`config.mk`:
```
export PLATFORM = sky130hd
export DESIGN_NAME = control_unit
export DESIGN_NICKNAME = d
export VERILOG_FILES = /design/src/rtl/cpu_ctrl_pkg.sv /design/src/rtl/reg_decoder.sv /design/src/rtl/control_unit.sv
export SDC_FILE = /design/constraint.sdc
export NUM_CORES = 1
export LEC_CHECK = 0
export ABC_AREA = 1
export ABC_CLOCK_PERIOD_IN_PS = 1600
export CAP_MARGIN = 20
export CORE_ASPECT_RATIO = 1.5
export CORE_UTILIZATION = 31
export DETAILED_ROUTE_END_ITERATION = 12
export PLACE_DENSITY = 0.78
export SYNTH_ARGS = -nofsm -noshare
export SYNTH_HDL_FRONTEND = slang
export SYNTH_SLANG_ARGS = --single-unit
```
`constraint.sdc`:
```
create_clock -name clk -period 1.6 [get_ports clk]
set_input_delay 0.16 -clock clk [delete_from_list [all_inputs] [get_ports clk]]
set_output_delay 0.16 -clock clk [all_outputs]
set_load 0.01 [all_outputs]
```
`src/rtl/cpu_ctrl_pkg.sv`:
```
// Shared opcode constants, IR field positions and sequencer state types.
// The datapath ALU imports the same opcode constants.
package cpu_ctrl_pkg;

    localparam logic [4:0] OP_ADD  = 5'b00011;
    localparam logic [4:0] OP_SUB  = 5'b00100;
    localparam logic [4:0] OP_AND  = 5'b00101;
    localparam logic [4:0] OP_OR   = 5'b00110;
    localparam logic [4:0] OP_SHR  = 5'b00111;
    localparam logic [4:0] OP_SHRA = 5'b01000;
    localparam logic [4:0] OP_SHL  = 5'b01001;
    localparam logic [4:0] OP_ROR  = 5'b01010;
    localparam logic [4:0] OP_ROL  = 5'b01011;
    localparam logic [4:0] OP_MUL  = 5'b01111;
    localparam logic [4:0] OP_DIV  = 5'b10000;
    localparam logic [4:0] OP_NEG  = 5'b10001;
    localparam logic [4:0] OP_NOT  = 5'b10010;
    localparam logic [4:0] OP_NOP  = 5'b11010;
    localparam logic [4:0] OP_HALT = 5'b11011;

    localparam int IR_OP_LSB = 27;
    localparam int IR_RA_LSB = 23;
    localparam int IR_RB_LSB = 19;
    localparam int IR_RC_LSB = 15;

    typedef enum logic [3:0] {
        ST_RST, ST_T0, ST_T1, ST_T2, ST_T3,
        ST_T4, ST_T5, ST_T6, ST_HALT
    } state_e;

    typedef enum logic [2:0] {
        CL_ALU, CL_MULDIV, CL_UNARY,
        CL_NOP, CL_HALT, CL_ILLEGAL
    } op_class_e;

    function automatic op_class_e op_class(input logic [4:0] op);
        op_class_e c;
        case (op)
            OP_ADD, OP_SUB, OP_AND, OP_OR, OP_SHR,
            OP_SHRA, OP_SHL, OP_ROR, OP_ROL: c = CL_ALU;
            OP_MUL, OP_DIV:                  c = CL_MULDIV;
            OP_NEG, OP_NOT:                  c = CL_UNARY;
            OP_NOP:                          c = CL_NOP;
            OP_HALT:                         c = CL_HALT;
            default:                         c = CL_ILLEGAL;
        endcase
        return c;
    endfunction

endpackage

```
`src/rtl/reg_decoder.sv`:
```
// 4-bit register index to 16-bit one-hot select, gated by enable.
module reg_decoder (
    input  logic [3:0]  idx,
    input  logic        en,
    output logic [15:0] onehot
);

    always_comb begin
        onehot = '0;
        if (en) onehot[idx] = 1'b1;
    end

endmodule

```
`src/rtl/control_unit.sv`:
```
// Hardwired fetch/decode/execute sequencer driving the datapath strobes.
// Moore outputs: decoded from the state register and the live IR.
module control_unit
    import cpu_ctrl_pkg::*;
(
    input  logic        clk,
    input  logic        clr,
    input  logic [31:0] IR,
    input  logic        mem_ready,
    output logic        PC_out,
    output logic        IncPC,
    output logic        PC_enable,
    output logic        MAR_enable,
    output logic        Read,
    output logic        MDR_enable,
    output logic        MDR_out,
    output logic        IR_enable,
    output logic        Y_enable,
    output logic        Z_enable,
    output logic        ZLow_out,
    output logic        ZHigh_out,
    output logic        HI_enable,
    output logic        LO_enable,
    output logic [4:0]  opcode,
    output logic [15:0] R_out,
    output logic [15:0] R_enable,
    output logic        run,
    output logic        illegal
);

    state_e    state_q, state_d;
    logic      illegal_q, illegal_d;
    op_class_e cls;
    logic [4:0] opc;
    logic [3:0] ra, rb, rc;
    logic [3:0] ro_idx, re_idx;
    logic       ro_en, re_en;
    logic       unused_ir;

    assign opc = IR[IR_OP_LSB +: 5];
    assign ra  = IR[IR_RA_LSB +: 4];
    assign rb  = IR[IR_RB_LSB +: 4];
    assign rc  = IR[IR_RC_LSB +: 4];
    assign cls = op_class(opc);
    assign unused_ir = ^IR[14:0];

    always_ff @(posedge clk or negedge clr) begin
        if (!clr) begin
            state_q   <= ST_RST;
            illegal_q <= 1'b0;
        end else begin
            state_q   <= state_d;
            illegal_q <= illegal_d;
        end
    end

    always_comb begin
        state_d   = state_q;
        illegal_d = illegal_q;
        unique case (state_q)
            ST_RST: state_d = ST_T0;
            ST_T0:  state_d = ST_T1;
            ST_T1:  state_d = mem_ready ? ST_T2 : ST_T1;
            ST_T2:  state_d = ST_T3;
            ST_T3: begin
                case (cls)
                    CL_ALU, CL_MULDIV, CL_UNARY: state_d = ST_T4;
                    CL_HALT:                     state_d = ST_HALT;
                    default:                     state_d = ST_T0;
                endcase
                if (cls == CL_ILLEGAL) illegal_d = 1'b1;
            end
            ST_T4: state_d = (cls == CL_UNARY) ? ST_T0 : ST_T5;
            ST_T5: state_d = (cls == CL_MULDIV) ? ST_T6 : ST_T0;
            ST_T6: state_d = ST_T0;
            ST_HALT: state_d = ST_HALT;
            default: state_d = ST_RST;
        endcase
    end

    always_comb begin
        PC_out     = 1'b0;
        IncPC      = 1'b0;
        PC_enable  = 1'b0;
        MAR_enable = 1'b0;
        Read       = 1'b0;
        MDR_enable = 1'b0;
        MDR_out    = 1'b0;
        IR_enable  = 1'b0;
        Y_enable   = 1'b0;
        Z_enable   = 1'b0;
        ZLow_out   = 1'b0;
        ZHigh_out  = 1'b0;
        HI_enable  = 1'b0;
        LO_enable  = 1'b0;
        opcode     = 5'd0;
        run        = 1'b1;
        ro_idx     = 4'd0;
        ro_en      = 1'b0;
        re_idx     = 4'd0;
        re_en      = 1'b0;
        unique case (state_q)
            ST_T0: begin
                PC_out     = 1'b1;
                MAR_enable = 1'b1;
                IncPC      = 1'b1;
                PC_enable  = 1'b1;
            end
            ST_T1: begin
                Read       = 1'b1;
                MDR_enable = 1'b1;
            end
            ST_T2: begin
                MDR_out   = 1'b1;
                IR_enable = 1'b1;
            end
            ST_T3: begin
                case (cls)
                    CL_ALU: begin
                        ro_idx = rb; ro_en = 1'b1; Y_enable = 1'b1;
                    end
                    CL_MULDIV: begin
                        ro_idx = ra; ro_en = 1'b1; Y_enable = 1'b1;
                    end
                    CL_UNARY: begin
                        ro_idx = rb; ro_en = 1'b1;
                        opcode = opc; Z_enable = 1'b1;
                    end
                    default: ;
                endcase
            end
            ST_T4: begin
                case (cls)
                    CL_ALU: begin
                        ro_idx = rc; ro_en = 1'b1;
                        opcode = opc; Z_enable = 1'b1;
                    end
                    CL_MULDIV: begin
                        ro_idx = rb; ro_en = 1'b1;
                        opcode = opc; Z_enable = 1'b1;
                    end
                    CL_UNARY: begin
                        ZLow_out = 1'b1; re_idx = ra; re_en = 1'b1;
                    end
                    default: ;
                endcase
            end
            ST_T5: begin
                case (cls)
                    CL_ALU: begin
                        ZLow_out = 1'b1; re_idx = ra; re_en = 1'b1;
                    end
                    CL_MULDIV: begin
                        ZLow_out = 1'b1; LO_enable = 1'b1;
                    end
                    default: ;
                endcase
            end
            ST_T6: begin
                ZHigh_out = 1'b1;
                HI_enable = 1'b1;
            end
            ST_HALT: run = 1'b0;
            default: ;
        endcase
    end

    assign illegal = illegal_q;

    reg_decoder u_rout_dec (
        .idx    (ro_idx),
        .en     (ro_en),
        .onehot (R_out)
    );

    reg_decoder u_ren_dec (
        .idx    (re_idx),
        .en     (re_en),
        .onehot (R_enable)
    );

endmodule

```
---- Yosys cells after proc, flatten, opt, wreduce, memory -nomap -nowiden ----
Memories as Yosys holds them, arrays and structs flattened.
Cells that the tools add are included.
storage, ports and cells
  word-level logic and storage cells ...... 64
  input bits .............................. 35
  bits in registers ....................... 5
  ROM bits ................................ 96
  memories ................................ 1
  output and inout bits ................... 53
memory list
  name             depth  bits a word  rd ports  clocked after Yosys merged registers in  write ports  RTL line            text
  (no name shown)  32     3            1         0                                        0            cpu_ctrl_pkg.sv:38  case (op)
cells by class
  multiplexer cells ....................... 36
  order comparisons ....................... 4
  reductions and logical operators ........ 9
  equal/unequal tests ..................... 12
operators by type and width
  kind                                                                                  count
  4-bit case mux with 2 select lines                                                    5
  16-bit 2-to-1 mux                                                                     2
  4-bit case mux with 8 select lines                                                    1
  4-bit by 3-bit equality test with 1-bit output (second input constant)                4
  1-bit 2-to-1 mux                                                                      15
  4-bit by 5-bit less-than comparator with 1-bit output (second input constant)         2
  5-bit 2-to-1 mux                                                                      2
  5-bit case mux with 2 select lines                                                    1
  1-bit demux with 4-bit select                                                         2
  4-bit by 2-bit equality test with 1-bit output (second input constant)                2
  4-bit by 1-bit greater-or-equal comparator with 1-bit output (second input constant)  2
  4-bit 2-to-1 mux                                                                      2
  1-bit case mux with 2 select lines                                                    4
  3-bit equality test (second input constant)                                           2
  3-bit 2-to-1 mux                                                                      2
  2-bit OR reduction                                                                    3
  4-bit by 1-bit equality test with 1-bit output (second input constant)                1
  4-bit equality test (second input constant)                                           1
  4-bit logical NOT                                                                     1
  3-bit by 1-bit equality test with 1-bit output (second input constant)                1
  3-bit by 2-bit equality test with 1-bit output (second input constant)                1
  3-bit logical NOT                                                                     1
  3-bit OR reduction                                                                    1
  1-bit logical AND                                                                     2
  2-bit AND reduction                                                                   1

---- Longest topological paths before layout ----
Gate-level depths: netlist of the first run.
An unclocked memory read counts as a cell.
  word-level depth ........................ 10
  gate-level depth with buffers ........... 16
  depth with buffers taken out ............ 15

---- Cells and area by module ----
A second synthesis of the first run with hierarchy kept.
second synthesis, totals
  cells, all modules ...................... 229
  area, all modules ....................... 1,203.7 um^2
by module, submodules not included
  module                    seq. area each (um^2)  cells each  area each (um^2)  times used
  control_unit              125.1                  168         953.4             1
  reg_decoder (u_rout_dec)  0.0                    33          140.1             1
  reg_decoder (u_ren_dec)   0.0                    28          110.1             1

---- Least setup slack after synthesis of the first run ----
OpenSTA, ideal clock, no wires.
  path kind ............................... input-to-output
  start ................................... input port IR[27]
  end ..................................... output port R_enable[11]
  path slack .............................. -0.224 ns
  data required time ...................... 1.440 ns
  stages .................................. 11
  arrival ................................. 1.664 ns
  path buffers ............................ 0
  path through ............................ inv_1 > ha_1 > o21ai_2 > nand2_1 > nor2_2 > nand2_2 > nor2_4 > nand2_4 > o21ai_4 > nand3_2 > nor2_1
on the way
  longest elaborated chain between the ends .. 9
  elaborated cells between the ends (all ways) .. 15
  classes of those cells .................. order compare: 2; eq/ne: 1; mux: 9; reduce/logical: 2; memory: 1
RTL lines
  item                                                                                                                                                                RTL line                                  text
  start: declaration                                                                                                                                                  control_unit.sv:8                         input logic [31:0] IR,
  memory 32 x 3 bit (*)                                                                                                                                               -
  3-bit by 2-bit equality test with 1-bit output / 3-bit logical NOT (equally long branches)                                                                          control_unit.sv:133, control_unit.sv:149
  4-bit 2-to-1 mux (on tied branches)                                                                                                                                 control_unit.sv:133, control_unit.sv:149
  4-bit case mux with 2 select lines                                                                                                                                  control_unit.sv:102                       unique case (state_q)
  4-bit by 5-bit less-than comparator with 1-bit output (implied by the code) / 4-bit by 1-bit greater-or-equal comparator with 1-bit output (equally long branches)  reg_decoder.sv:10                         if (en) onehot[idx] = 1'b1;
  1-bit logical AND (implied by the code)                                                                                                                             reg_decoder.sv:10
  1-bit 2-to-1 mux (implied by the code)                                                                                                                              reg_decoder.sv:10
  1-bit demux with 4-bit select                                                                                                                                       -
  16-bit 2-to-1 mux (*)                                                                                                                                               reg_decoder.sv:10
  end: declaration                                                                                                                                                    control_unit.sv:26                        output logic [15:0] R_enable,
Every way passes the cells marked *; elsewhere a longest branch is shown, timed or not.

---- Worst setup path after layout of the first run ----
  start ................................... register state_q[2]
  end ..................................... output port R_enable[10]
on the way
  longest elaborated chain between the ends .. 7
  elaborated cells between the ends (all ways) .. 10
  classes of those cells .................. order compare: 2; eq/ne: 2; mux: 5; reduce/logical: 1
RTL lines
  item                                                                                                                                                                RTL line             text
  start: declaration                                                                                                                                                  control_unit.sv:31   state_e state_q, state_d;
  start signal: assignment                                                                                                                                            control_unit.sv:52   state_q <= state_d;
  4-bit by 3-bit equality test with 1-bit output                                                                                                                      control_unit.sv:102
  4-bit case mux with 2 select lines                                                                                                                                  control_unit.sv:102
  4-bit by 5-bit less-than comparator with 1-bit output (implied by the code) / 4-bit by 1-bit greater-or-equal comparator with 1-bit output (equally long branches)  reg_decoder.sv:10
  1-bit logical AND (implied by the code)                                                                                                                             reg_decoder.sv:10
  1-bit 2-to-1 mux (implied by the code)                                                                                                                              reg_decoder.sv:10
  1-bit demux with 4-bit select                                                                                                                                       -
  16-bit 2-to-1 mux (*)                                                                                                                                               reg_decoder.sv:10
Marked as above.

==> results of run 1 <==
-- worst paths after layout --
kind                                      start                   end  slack, ns  depth (start not counted)
max                        state_q[2]$_DFF_PN0_          R_enable[10]      -0.62                         14
min                                         clr   illegal$_DFFE_PN0P_       0.16                          1
max reg2reg                state_q[2]$_DFF_PN0_  state_q[2]$_DFF_PN0_       0.06                         12
min reg2reg                 illegal$_DFFE_PN0P_   illegal$_DFFE_PN0P_       0.49                          1
max in group asynchronous                   clr  state_q[1]$_DFF_PN0_       1.25                          1
min in group clk            illegal$_DFFE_PN0P_   illegal$_DFFE_PN0P_       0.49                          1
-- state kept, by name (all words and copies together) (netlist names) --
register	flops
illegal	1
state_q	4
-- per-layer routing --
metal,vias to the layer above,track usage (%),share of wire (%)
li1,908,-,-
met2,89,53.7,59
met1,926,27.0,33
met3,27,2.52,4.0
met4,0,8.42,3.7
met5,-,0,0
-- layout make-up --
type / instances / area [µm²] / share of cell area (%)
clock buffers: 4 / 45.0 / 1.38
inverters: 28 / 130 / 3.98
multi-input cells: 155 / 1490 / 45.6
flip-flops and latches: 5 / 125 / 3.83
well taps: 43 / 53.8 / 1.65
repair buffers: 145 / 1420 / 43.6
-- critical path, cell delays in order, from the launching register on --
cell,delay [ns]
dfrtp_1,0.35
inv_1,0.07
nor2_2,0.12
inv_2,0.07
buf_6,0.12
nor3_4,0.15
buf_6,0.14
nand2_4,0.06
o21ai_4,0.07
buf_12,0.15
buf_6,0.10
nand3_4,0.10
buf_6,0.15
nor2_4,0.08
buf_6,0.10
-- cell usage in the layout, fill, tap and decap left out, types with 9 or more instances in the layout --
| cell | count |
|---|---|
| buf_2 | 12 |
| buf_4 | 36 |
| buf_6 | 63 |
| clkdlybuf4s50_1 | 15 |
| nand2_2 | 18 |
| nand2_4 | 13 |
| inv_2 | 9 |
| inv_1 | 12 |
| nand2_1 | 20 |
| nor2_4 | 35 |
-- cells in the mapped netlist --
cell type	n
ha_1	2
nor3_1	5
nand2_4	7
nor2_1	39
nor2_2	5
inv_1	20
buf_4	6
nand2_2	12
nand3b_4	1
o21ai_4	1
buf_6	1
o31ai_1	1
inv_2	7
dfrtp_1	5
o21a_1	1
nand2_1	39
a31o_2	1
nand3_2	7
o21ai_2	1
nor2_4	4
o21ai_0	4
o22ai_1	1
nand3_1	11
inv_4	1
nand4_1	4
a21oi_1	2
a221oi_1	1
nor3_4	1
a21boi_0	1
nand3_4	3
-- stage by stage --
step,power (mW),setup WS (ns),hold slack (ns),cell area (µm²)
4_1_cts,2.23,-0.618,0.161,2870
2_1_floorplan,1.08,-0.163,-0.136,1480
5_1_grt,2.71,-0.720,0.175,3270
3_3_place_gp,1.77,-1.35,0.390,2470
6_report,2.60,-0.617,0.163,3270
3_5_place_dp,1.80,-1.39,0.395,2470
-- where the power goes --
group | leakage (nW) | switching, mW | internal (mW)
registers | 0.0628 | 0.0517 | 0.180
logic | 1.46 | 1.11 | 1.02
clock network | 0.0228 | 0.0688 | 0.172
-- cell families after synthesis --
kind of cell | count (synthesis) | share of synthesized area [%]
buffers and inverters | 35 | 13.6
AND/OR/NAND/NOR | 138 | 65.5
adder cells (fa/ha/maj) | 2 | 2.08
flip-flops | 5 | 10.4
AO/OA/AOI/OAI | 14 | 8.43
-- timing repair --
action	4_1_cts	5_1_grt
hold buffers	0	0
gates resized for setup	265	96
setup buffers	26	14
pin swaps	29	40
gates cloned	1	0
setup endpoints to repair	57	53
==> flow_summary.ini, run 1 <==
[run_status]
status = finished with violations
failed_checks = negative setup slack

[floorplanning]
die-area_mm2 = 0.00414
rows = 27
pin_count = 88
chipHeight_um = 78.3
core-area_mm2 = 0.00368
die_w_um = 52.9
initial_core_util_pct = 32.7

[timing]
fin_crit_ns = 2.22
fmax_ghz = 0.451
setup_slack_ns = -0.617
setup-tns-final_ns = -22.45
finalCritPeriodShare_pct = 139
rsz0062_at_grt = true
fin_skew_ns = 0.000223
slew_headroom_pct = 75.1
finalSetupViolCount = 51
worst_slew_pin_slew_ns = 0.373
slew_viol_final = 0
hold_viol_final = 0

[synthesis]
avgSynthCellArea_um2 = 6.20
synth_fp_nets = 231
ys_seq_area_share_pct = 10.4
synth.area.top_cells = nand2_1 12%, nor2_1 12%, dfrtp_1 10%, nand2_4 6.6%, inv_1 6.2%
ys_types = 30
netlist_area_mm2 = 0.00120
netlist.area_leader.share_pct = 12.2
synth_seq_cells = 5
synth_warnings = 0
yosysTopAreaCell = nand2_1
synth_cells = 194

[global_route]
grt-ovfl-total = 0
grt_max_degree = 14
grt_pass1_wl_um = 8450
antenna_found_initial = 0
track_usage_pct = 26.8
first_global_vias = 1894

[clock_network]
root_buffer = clkbuf_8
cts_made_buffers = 3
clock_path_buffers = 2
clk_pin_slew_ns = 0.04
clock_latency_ns = 0.22
clock-sinks = 5
cts_htree_levels = 1
cts_tree = done

[job]
drv_cap = 0

[final_layout]
drive_above_1_share_pct = 76.9
syn_to_final_growth_pct = 172
final_cells = 380
diodes = 0
nets = 375
utilization_pct = 88.8
fillers = 157

[route]
viasPerCell = 5.13
antenna_left = 0
dr.pass1.iters = 5
drc_errors = 0
vias = 1950
wl_per_cell_um = 17.8
wl_um = 6770
drt_iter0_drc = 27

[placement]
dp_hpwl_um = 3560
place_inst = 335
gp_congestion = 0.852
io_buffers = 72

[worst_setup_path]
required_ns = 1.44
crit_fanout = 5
critPathArrivalTime_ns = 2.06
start_kind = flip-flop
critPathKind = reg -> out
crit_path_end_kind = output pin

[power]
power_density_mw_per_mm2 = 796
peakVddDrop_mv = 0.956
p_leak_nw = 1.55

[hold_path]
holdCritPathClass = in -> async
No activity file was read; power rests on OpenSTA's default activity.
==> run 2, diff against run 1 <==
--- a/config.mk
+++ b/config.mk
@@ -9,9 +9,10 @@
 export ABC_CLOCK_PERIOD_IN_PS = 1600
 export CAP_MARGIN = 20
 export CORE_ASPECT_RATIO = 1.5
-export CORE_UTILIZATION = 31
+export CORE_UTILIZATION = 32
 export DETAILED_ROUTE_END_ITERATION = 12
-export PLACE_DENSITY = 0.78
+export PLACE_DENSITY = 0.8
 export SYNTH_ARGS = -nofsm -noshare
 export SYNTH_HDL_FRONTEND = slang
+export SYNTH_HIERARCHICAL = 1
 export SYNTH_SLANG_ARGS = --single-unit
==> run 2 against run 1 <==
The run now fails in global routing (5_1_grt); synthesized cell count rose by 18%; area after synthesis rose by 0.10%.
==> flow_summary.ini, run 2 <==
[run_status]
stop_stage = global routing (5_1_grt)
error = [ERROR DPL-0038] Utilization greater than 100%, impossible to legalize
status = did not finish

[synthesis]
avgSynthCellArea_um2 = 5.26
synth_warnings = 6
synth.area.top_cells = nand2_1 22%, nand3_1 14%, nor2_1 14%, dfrtp_1 10%, inv_1 7.2%
netlist.area_leader.share_pct = 22.5
yosysTopAreaCell = nand2_1
async_flop_share_pct = 100
synthFlopType = dfrtp_1
ys_seq_area_share_pct = 10.4
netlist_area_mm2 = 0.00120
synth_edf_count = 0
synth_seq_cells = 5
synth_fp_nets = 266
synth_cells = 229
synth_commonest_cells = 72 x nand2_1, 44 x nor2_1, 33 x nand3_1
ys_types = 25
synth_most_common_cell = nand2_1

[floorplanning]
rows = 26
chipHeight_um = 77.1
pin_count = 88
die_w_um = 52.1
initial_core_util_pct = 34.3

[placement]
io_buffers = 72
dp_hpwl_um = 3810
gp_congestion = 0.878

[timing]
grt-worst-endpoint = R_out[8]
worst-ep-kind = top-level output

[clock_network]
clock-sinks = 5
clock_path_buffers = 2
cts_made_buffers = 3
root_buffer = clkbuf_8
cts_hold_buf = 0
cts_htree_levels = 1

[global_route]
grt_max_degree = 12
run 2: cell types whose count changed after synthesis, sizes merged, moves of 2 or more:
cell and change:
nand2 +22, nand3 +17, buf +4, nand4 +4, nor3 -4, o21ai -2
run 2: kinds of logic after synthesis:
group / count (synthesis) / share of synthesized area, %
flops: 5 / 10.4
simple gates: 176 / 67.7
fa+ha+maj: 2 / 2.08
buf+inv: 39 / 16.1
compound gates: 7 / 3.74
run 2: repair_timing:
item	4_1_cts
gates resized for setup	291
gates cloned	2
pin swaps	43
endpoints found under the setup margin	57
setup buffers	27
run 2: metrics by stage:
step                      instances  area [µm²]  hold WS, ns  setup slack (ns)
after floorplan                 229        1700       -0.136           -0.0821
after global placement          373        2730        0.387             -1.28
after detailed placement        373        2730        0.391             -1.31
after CTS                       405        3310        0.161            -0.602
==> run 3, diff against run 2 <==
--- a/config.mk
+++ b/config.mk
@@ -6,12 +6,12 @@
 export NUM_CORES = 1
 export LEC_CHECK = 0
 export ABC_AREA = 1
-export ABC_CLOCK_PERIOD_IN_PS = 1600
+export ABC_CLOCK_PERIOD_IN_PS = 2080
 export CAP_MARGIN = 20
-export CORE_ASPECT_RATIO = 1.5
-export CORE_UTILIZATION = 32
+export CORE_AREA = 2 2 63 65
 export DETAILED_ROUTE_END_ITERATION = 12
-export PLACE_DENSITY = 0.8
+export DIE_AREA = 0 0 65 67
+export PLACE_DENSITY_LB_ADDON = 0.15
 export SYNTH_ARGS = -nofsm -noshare
 export SYNTH_HDL_FRONTEND = slang
 export SYNTH_HIERARCHICAL = 1
==> constraint.sdc (replaced) <==
create_clock -name clk -period 2.08 [get_ports clk]
set_input_delay 0.208 -clock clk [delete_from_list [all_inputs] [get_ports clk]]
set_output_delay 0.208 -clock clk [all_outputs]
set_load 0.01 [all_outputs]
==> run 3 against run 2 <==
The flow now finishes, with violations (negative setup slack); synthesized cell count did not move; area after synthesis unchanged.
==> flow_summary.ini, run 3 <==
[worst_setup_path]
crit_path_end = R_enable[11]
r2r_cells = 12
worstPathCellList = buf_6, buf_6, ha_4, o21ai_4, o21ai_0, nand2_1, inv_2, buf_4, nand3_2, nand2_4, inv_4, nand3_4, nor2_1, buf_2
start_kind = primary input
critPathKind = in -> out
r2r_start = state_q[2]$_DFF_PN0_
rrSetupSlack_ns = 0.57
crit_fanout = 5
critPathArrivalTime_ns = 1.89
crit_path_max_incr_delay_ns = 0.19
crit_path_end_kind = output pin
startpoint = IR[27]
required_ns = 1.87
r2r-end = state_q[2]$_DFF_PN0_
crit_slowest_cell = o21ai_4
cpMostUsedCell = buf_6

[global_route]
track_usage_pct = 20.7
grt_pass1_wl_um = 7250
first_global_vias = 1706
grt-ovfl-total = 0
grt_max_degree = 11
antenna_found_initial = 0

[placement]
gp_congestion = 0.828
pre_cts_slack_ns = -0.909
dp_hpwl_um = 3220
io_buffers = 72
place_inst = 372

[synthesis]
avgSynthCellArea_um2 = 5.26
synth_most_common_cell = nand2_1
synth_cells = 229
synth.area.top_cells = nand2_1 22%, nand3_1 14%, nor2_1 14%, dfrtp_1 10%, inv_1 7.2%
synthFlopType = dfrtp_1
yosysTopAreaCell = nand2_1
netlist_area_mm2 = 0.00120
netlist.area_leader.share_pct = 22.5
synth_edf_count = 0
async_flop_share_pct = 100
ys_types = 25
synth_commonest_cells = 72 x nand2_1, 44 x nor2_1, 33 x nand3_1
synth_fp_nets = 266
synth_warnings = 6
synth_seq_cells = 5
ys_seq_area_share_pct = 10.4

[floorplanning]
core-area_mm2 = 0.00361
initial_core_util_pct = 33.4
die-area_mm2 = 0.00436
die_w_um = 65
pin_count = 88
chipHeight_um = 67
rows = 22

[final_layout]
fillers = 306
diodes = 0
final_cell_mix = 42 x nand2_1, 38 x buf_4, 33 x buf_2
syn_to_final_growth_pct = 115
nets = 380
largest_register = state_q
drive_above_1_share_pct = 57.3
largest_reg_flops = 4
utilization_pct = 71.8
final_cells = 390
layout_commonest_cell = nand2_1

[timing]
fin_hold_ws_ns = 0.201
finalCritPeriodShare_pct = 101
fin_crit_ns = 2.10
finalSetupViolCount = 6
setup_slack_ns = -0.0184
rsz0062_at_grt = true
slew_headroom_pct = 78.5
worst_slew_pin_slew_ns = 0.322
slew_viol_final = 0
fin_skew_ns = 0.00307
hold_viol_final = 0
setup-tns-final_ns = -0.0443
fmax_ghz = 0.477

[power]
power_density_mw_per_mm2 = 573
p_leak_nw = 1.36
peakVddDrop_mv = 0.400

[route]
wl_um = 4810
vias = 1881
top_layer = met4
wl_per_cell_um = 12.3
drc_errors = 0
viasPerCell = 4.82
antenna_left = 0
drt_iter0_drc = 80
met2_length_um = 2610
drt-met1-wl_um = 1810
wl_met3_um = 345
dr.pass1.iters = 4

[run_status]
failed_checks = negative setup slack
status = finished with violations

[job]
drv_cap = 0

[clock_network]
clock_path_buffers = 2
clk_pin_slew_ns = 0.04
cts_hold_buf = 0
cts_htree_levels = 1
cts_tree = done
cts_made_buffers = 3
clock_latency_ns = 0.22
clock-sinks = 5
root_buffer = clkbuf_8

[hold_path]
holdCritPathClass = in -> async
==> run 3: cell counts after synthesis <==
No cell type changed its count.
==> run 3: routing by layer <==
| metal | vias to the layer above | track usage, % |
|---|---|---|
| li1 | 951 | - |
| met1 | 853 | 24.0 |
| met2 | 73 | 38.4 |
| met3 | 4 | 3.89 |
| met4 | 0 | 6.12 |
| met5 | - | 0 |
==> run 3: power by group <==
part / internal (mW) / switching, mW
Combinational: 0.543 / 0.598
Clock: 0.132 / 0.0486
Sequential: 0.138 / 0.0227
==> run 3: worst min path at each step <==
stage,depth (start not counted),slack [ns],to
3_5_place_dp,1,0.44,illegal$_DFFE_PN0P_
2_1_floorplan,0,-0.09,illegal$_DFFE_PN0P_
5_1_grt,1,0.21,illegal$_DFFE_PN0P_
3_3_place_gp,1,0.44,illegal$_DFFE_PN0P_
6_report,1,0.20,state_q[3]$_DFF_PN0_
4_1_cts,1,0.21,illegal$_DFFE_PN0P_
==> run 3: cell families (layout without fill, tap and decap cells) <==
group	Yosys count	count (layout)	synth area share (%)
and+or+nand+nor	176	177	67.7
DFF	5	5	10.4
adders and majority gates	2	2	2.08
buffers and inverters	39	151	16.1
AOI/OAI and AO/OA	7	7	3.74
==> run 3: cell type report <==
class	instances	area [µm²]	area share, %
Multi-Input combinational cell	186	1310	50.7
Tap cell	48	60.1	2.32
Sequential cell	5	125	4.83
Inverter	28	125	4.83
Timing Repair Buffer	119	920	35.5
Clock buffer	4	45.0	1.74
==> run 3: what timing repair did <==
action                     4_1_cts  5_1_grt
pin swaps                       40       37
setup endpoints to repair       45       45
gates cloned                     1        0
resized for setup              201       96
buffers inserted                 7        6
==> run 3: through the flow <==
| step | power [mW] | instance area, µm² |
|---|---|---|
| after global routing | 1.60 | 2590 |
| after detailed placement | 1.04 | 2150 |
| after CTS | 1.31 | 2240 |
| final | 1.48 | 2590 |
| after global placement | 1.03 | 2150 |
| after floorplan | 0.646 | 1200 |
==> run 3: critical path, delay by kind of cell <==
family | cells | cell delay [ns]
AOI/OAI and AO/OA | 2 | 0.33
and+or+nand+nor | 5 | 0.52
buffers and inverters | 6 | 0.66
adders and majority gates | 1 | 0.17
==> run 4, diff against run 3 <==
--- a/config.mk
+++ b/config.mk
@@ -5,13 +5,12 @@
 export SDC_FILE = /design/constraint.sdc
 export NUM_CORES = 1
 export LEC_CHECK = 0
-export ABC_AREA = 1
 export ABC_CLOCK_PERIOD_IN_PS = 2080
 export CAP_MARGIN = 20
 export CORE_AREA = 2 2 63 65
 export DETAILED_ROUTE_END_ITERATION = 12
 export DIE_AREA = 0 0 65 67
-export PLACE_DENSITY_LB_ADDON = 0.15
+export PLACE_DENSITY_LB_ADDON = 0.08
 export SYNTH_ARGS = -nofsm -noshare
 export SYNTH_HDL_FRONTEND = slang
 export SYNTH_HIERARCHICAL = 1
==> run 4 against run 3 <==
The run still ends with negative setup slack left; register-to-register slack got worse by 0.07 ns; highest routed layer unchanged; first-iteration DRC count grew 55%; critical path depth stayed put; combinational power about the same; clock skew fell by 0.0030 ns; maximum frequency decreased by 18%; largest cell class is now buffers; final cell count fell by 7.4%; sequential power grew 16%; synthesized cell count is 28% lower; routed wire length is 23% higher; sequential share of layout area is 0.40 points lower.
==> flow_summary.ini, run 4 <==
[run_status]
status = finished with violations
failed_checks = negative setup slack

[clock_network]
clock_path_buffers = 2
cts_htree_levels = 1
cts_hold_buf = 0
cts_tree = done
clk_pin_slew_ns = 0.03
clock_latency_ns = 0.22
cts_made_buffers = 3
root_buffer = clkbuf_8
clock-sinks = 5

[final_layout]
diodes = 0
largest_reg_flops = 4
drive_above_1_share_pct = 66.5
syn_to_final_growth_pct = 159
largest_register = state_q
fillers = 234
design_area_mm2 = 0.00288
utilization_pct = 79.9
nets = 351
layout_commonest_cell = buf_4
final_cell_mix = 57 x buf_4, 36 x buf_6, 30 x buf_2

[floorplanning]
chipHeight_um = 67
die-area_mm2 = 0.00436
die_w_um = 65
core-area_mm2 = 0.00361
initial_core_util_pct = 30.8
rows = 22
pin_count = 88

[synthesis]
yosysTopAreaCell = dfrtp_1
synth_seq_cells = 5
synth_cells = 164
synthFlopType = dfrtp_1
async_flop_share_pct = 100
avgSynthCellArea_um2 = 6.78
netlist_area_mm2 = 0.00111
synth_warnings = 6
netlist.area_leader.share_pct = 11.2
synth_fp_nets = 201
ys_seq_area_share_pct = 11.2
synth_most_common_cell = nor2_1
synth_commonest_cells = 30 x nor2_1, 11 x nand3_1, 11 x nor3_1
synth.area.top_cells = dfrtp_1 11%, nor2_1 10%, nand2b_1 5.1%, nand3_1 4.9%, nor3_1 4.9%
synth_edf_count = 0
ys_types = 45

[timing]
setup_slack_ns = -0.468
fin_skew_ns = 0.0000328
rsz0062_at_grt = true
slew_viol_final = 0
fmax_ghz = 0.392
fin_crit_ns = 2.55
slew_headroom_pct = 79.8
hold_viol_final = 0
worst_slew_pin_slew_ns = 0.301
finalSetupViolCount = 34
finalCritPeriodShare_pct = 123

[power]
p_int_uw = 872
p_switching_uw = 616
peakVddDrop_mv = 0.664
netSwitchingFraction_pct = 41.4
pwr-share-comb_pct = 75.8
p_leak_nw = 1.34
pwr-share-seq_pct = 12.5
power_density_mw_per_mm2 = 516
finalPower_mw = 1.49
power_frac_clock_pct = 11.7

[route]
drc_errors = 0
drt_iter0_drc = 124
vias = 1900
wl_per_cell_um = 16.4
dr.pass1.iters = 4
wl_um = 5920
antenna_left = 0
viasPerCell = 5.26

[worst_setup_path]
required_ns = 1.87
crit_fanout = 8
critPathKind = in -> out
crit_path_end_kind = output pin
start_kind = primary input
critPathArrivalTime_ns = 2.34

[placement]
dp_hpwl_um = 3420
gp_congestion = 0.868
place_area_mm2 = 0.00220
io_buffers = 72
pre_cts_slack_ns = -1.25

[hold_path]
holdCritPathClass = in -> async

[global_route]
first_global_vias = 1820
grt_max_degree = 13
grt-ovfl-total = 0
grt_pass1_wl_um = 8540
track_usage_pct = 24.8
antenna_found_initial = 0

[job]
drv_cap = 0
==> run 4: cell count changes after synthesis, moves of 5 or more <==
| cell | change |
|---|---|
| o211ai_1 | +6 |
| nand2b_1 | +9 |
| nor2b_1 | +5 |
| nand2_2 | -7 |
| nor3_1 | +10 |
| nand2_1 | -65 |
| a21oi_1 | +8 |
| nand3b_1 | +6 |
| nor2_1 | -14 |
| nand3_1 | -22 |
| nand4_1 | -8 |
| inv_1 | -18 |
| inv_2 | -5 |
==> run 4: area by class of cell <==
| class | instances | area (µm²) | share of cell area, % |
|---|---|---|---|
| Clock buffer | 4 | 45.0 | 1.56 |
| Inverter | 5 | 21.3 | 0.738 |
| Multi-Input combinational cell | 142 | 1290 | 44.8 |
| Sequential cell | 5 | 128 | 4.43 |
| Tap cell | 48 | 60.1 | 2.09 |
| Timing Repair Buffer | 157 | 1340 | 46.4 |
==> run 4: stage by stage <==
stage               TNS, ns  hold slack (ns)  cells
floorplan            -0.746          -0.0876    164
global placement     -39.02            0.437    314
detailed placement   -41.57            0.434    314
CTS                  -10.10            0.207    350
global route         -15.61            0.217    361
finish               -12.25            0.205    361
==> run 4: what timing repair did <==
item	CTS	global route
endpoints found under the hold margin	0	0
resized for setup	232	64
buffers inserted	31	12
cloned	1	0
pin swaps	38	26
setup endpoints to repair	50	45
==> run 4: per-layer routing <==
metal | up-vias | share of wire [%] | track usage (%)
li1 | 898 | - | -
met1 | 923 | 42 | 30.9
met5 | - | 0 | 0
met2 | 69 | 52 | 46.0
met3 | 10 | 4.5 | 2.53
met4 | 0 | 1.5 | 5.32
==> run 4: worst max-delay path, cell delays in order <==
cell and delay (ns):
buf_8 0.10, buf_6 0.11, ha_4 0.15, buf_6 0.13, buf_6 0.11, nor4b_4 0.27
o2bb2ai_4 0.23, a22oi_2 0.10, o211ai_1 0.19, buf_4 0.17, nand3b_1 0.15, buf_6 0.18
nor3_4 0.10, buf_2 0.15
==> run 4: kinds of logic after synthesis <==
logic type | Yosys count | synth area share [%]
AOI/OAI and AO/OA | 38 | 24.3
and+or+nand+nor | 102 | 53.2
buffers and inverters | 17 | 9.00
DFF | 5 | 11.2
adders and majority gates | 2 | 2.25
==> run 4: power groups by stage <==
stage / registers (mW) / logic (mW) / clock network (mW)
after global routing: 0.194 / 1.20 / 0.187
final: 0.187 / 1.13 / 0.174
after floorplan: 0.171 / 0.495 / 0
after global placement: 0.181 / 0.874 / 0
after detailed placement: 0.184 / 0.893 / 0
after CTS: 0.187 / 1.02 / 0.179
==> run 4: path summary, 6_finish.rpt <==
path	from	cells past startpoint	endpoint	slack (ns)
setup / recovery	IR[27]	14	R_out[4]	-0.47
hold / removal	clr	1	state_q[2]$_DFF_PN0_	0.20
setup reg to reg	state_q[3]$_DFF_PN0_	6	state_q[3]$_DFF_PN0_	0.50
hold reg to reg	illegal$_DFFE_PN0P_	1	illegal$_DFFE_PN0P_	0.49
max in group asynchronous	clr	1	state_q[0]$_DFF_PN0_	1.68
min in group clk	illegal$_DFFE_PN0P_	1	illegal$_DFFE_PN0P_	0.49
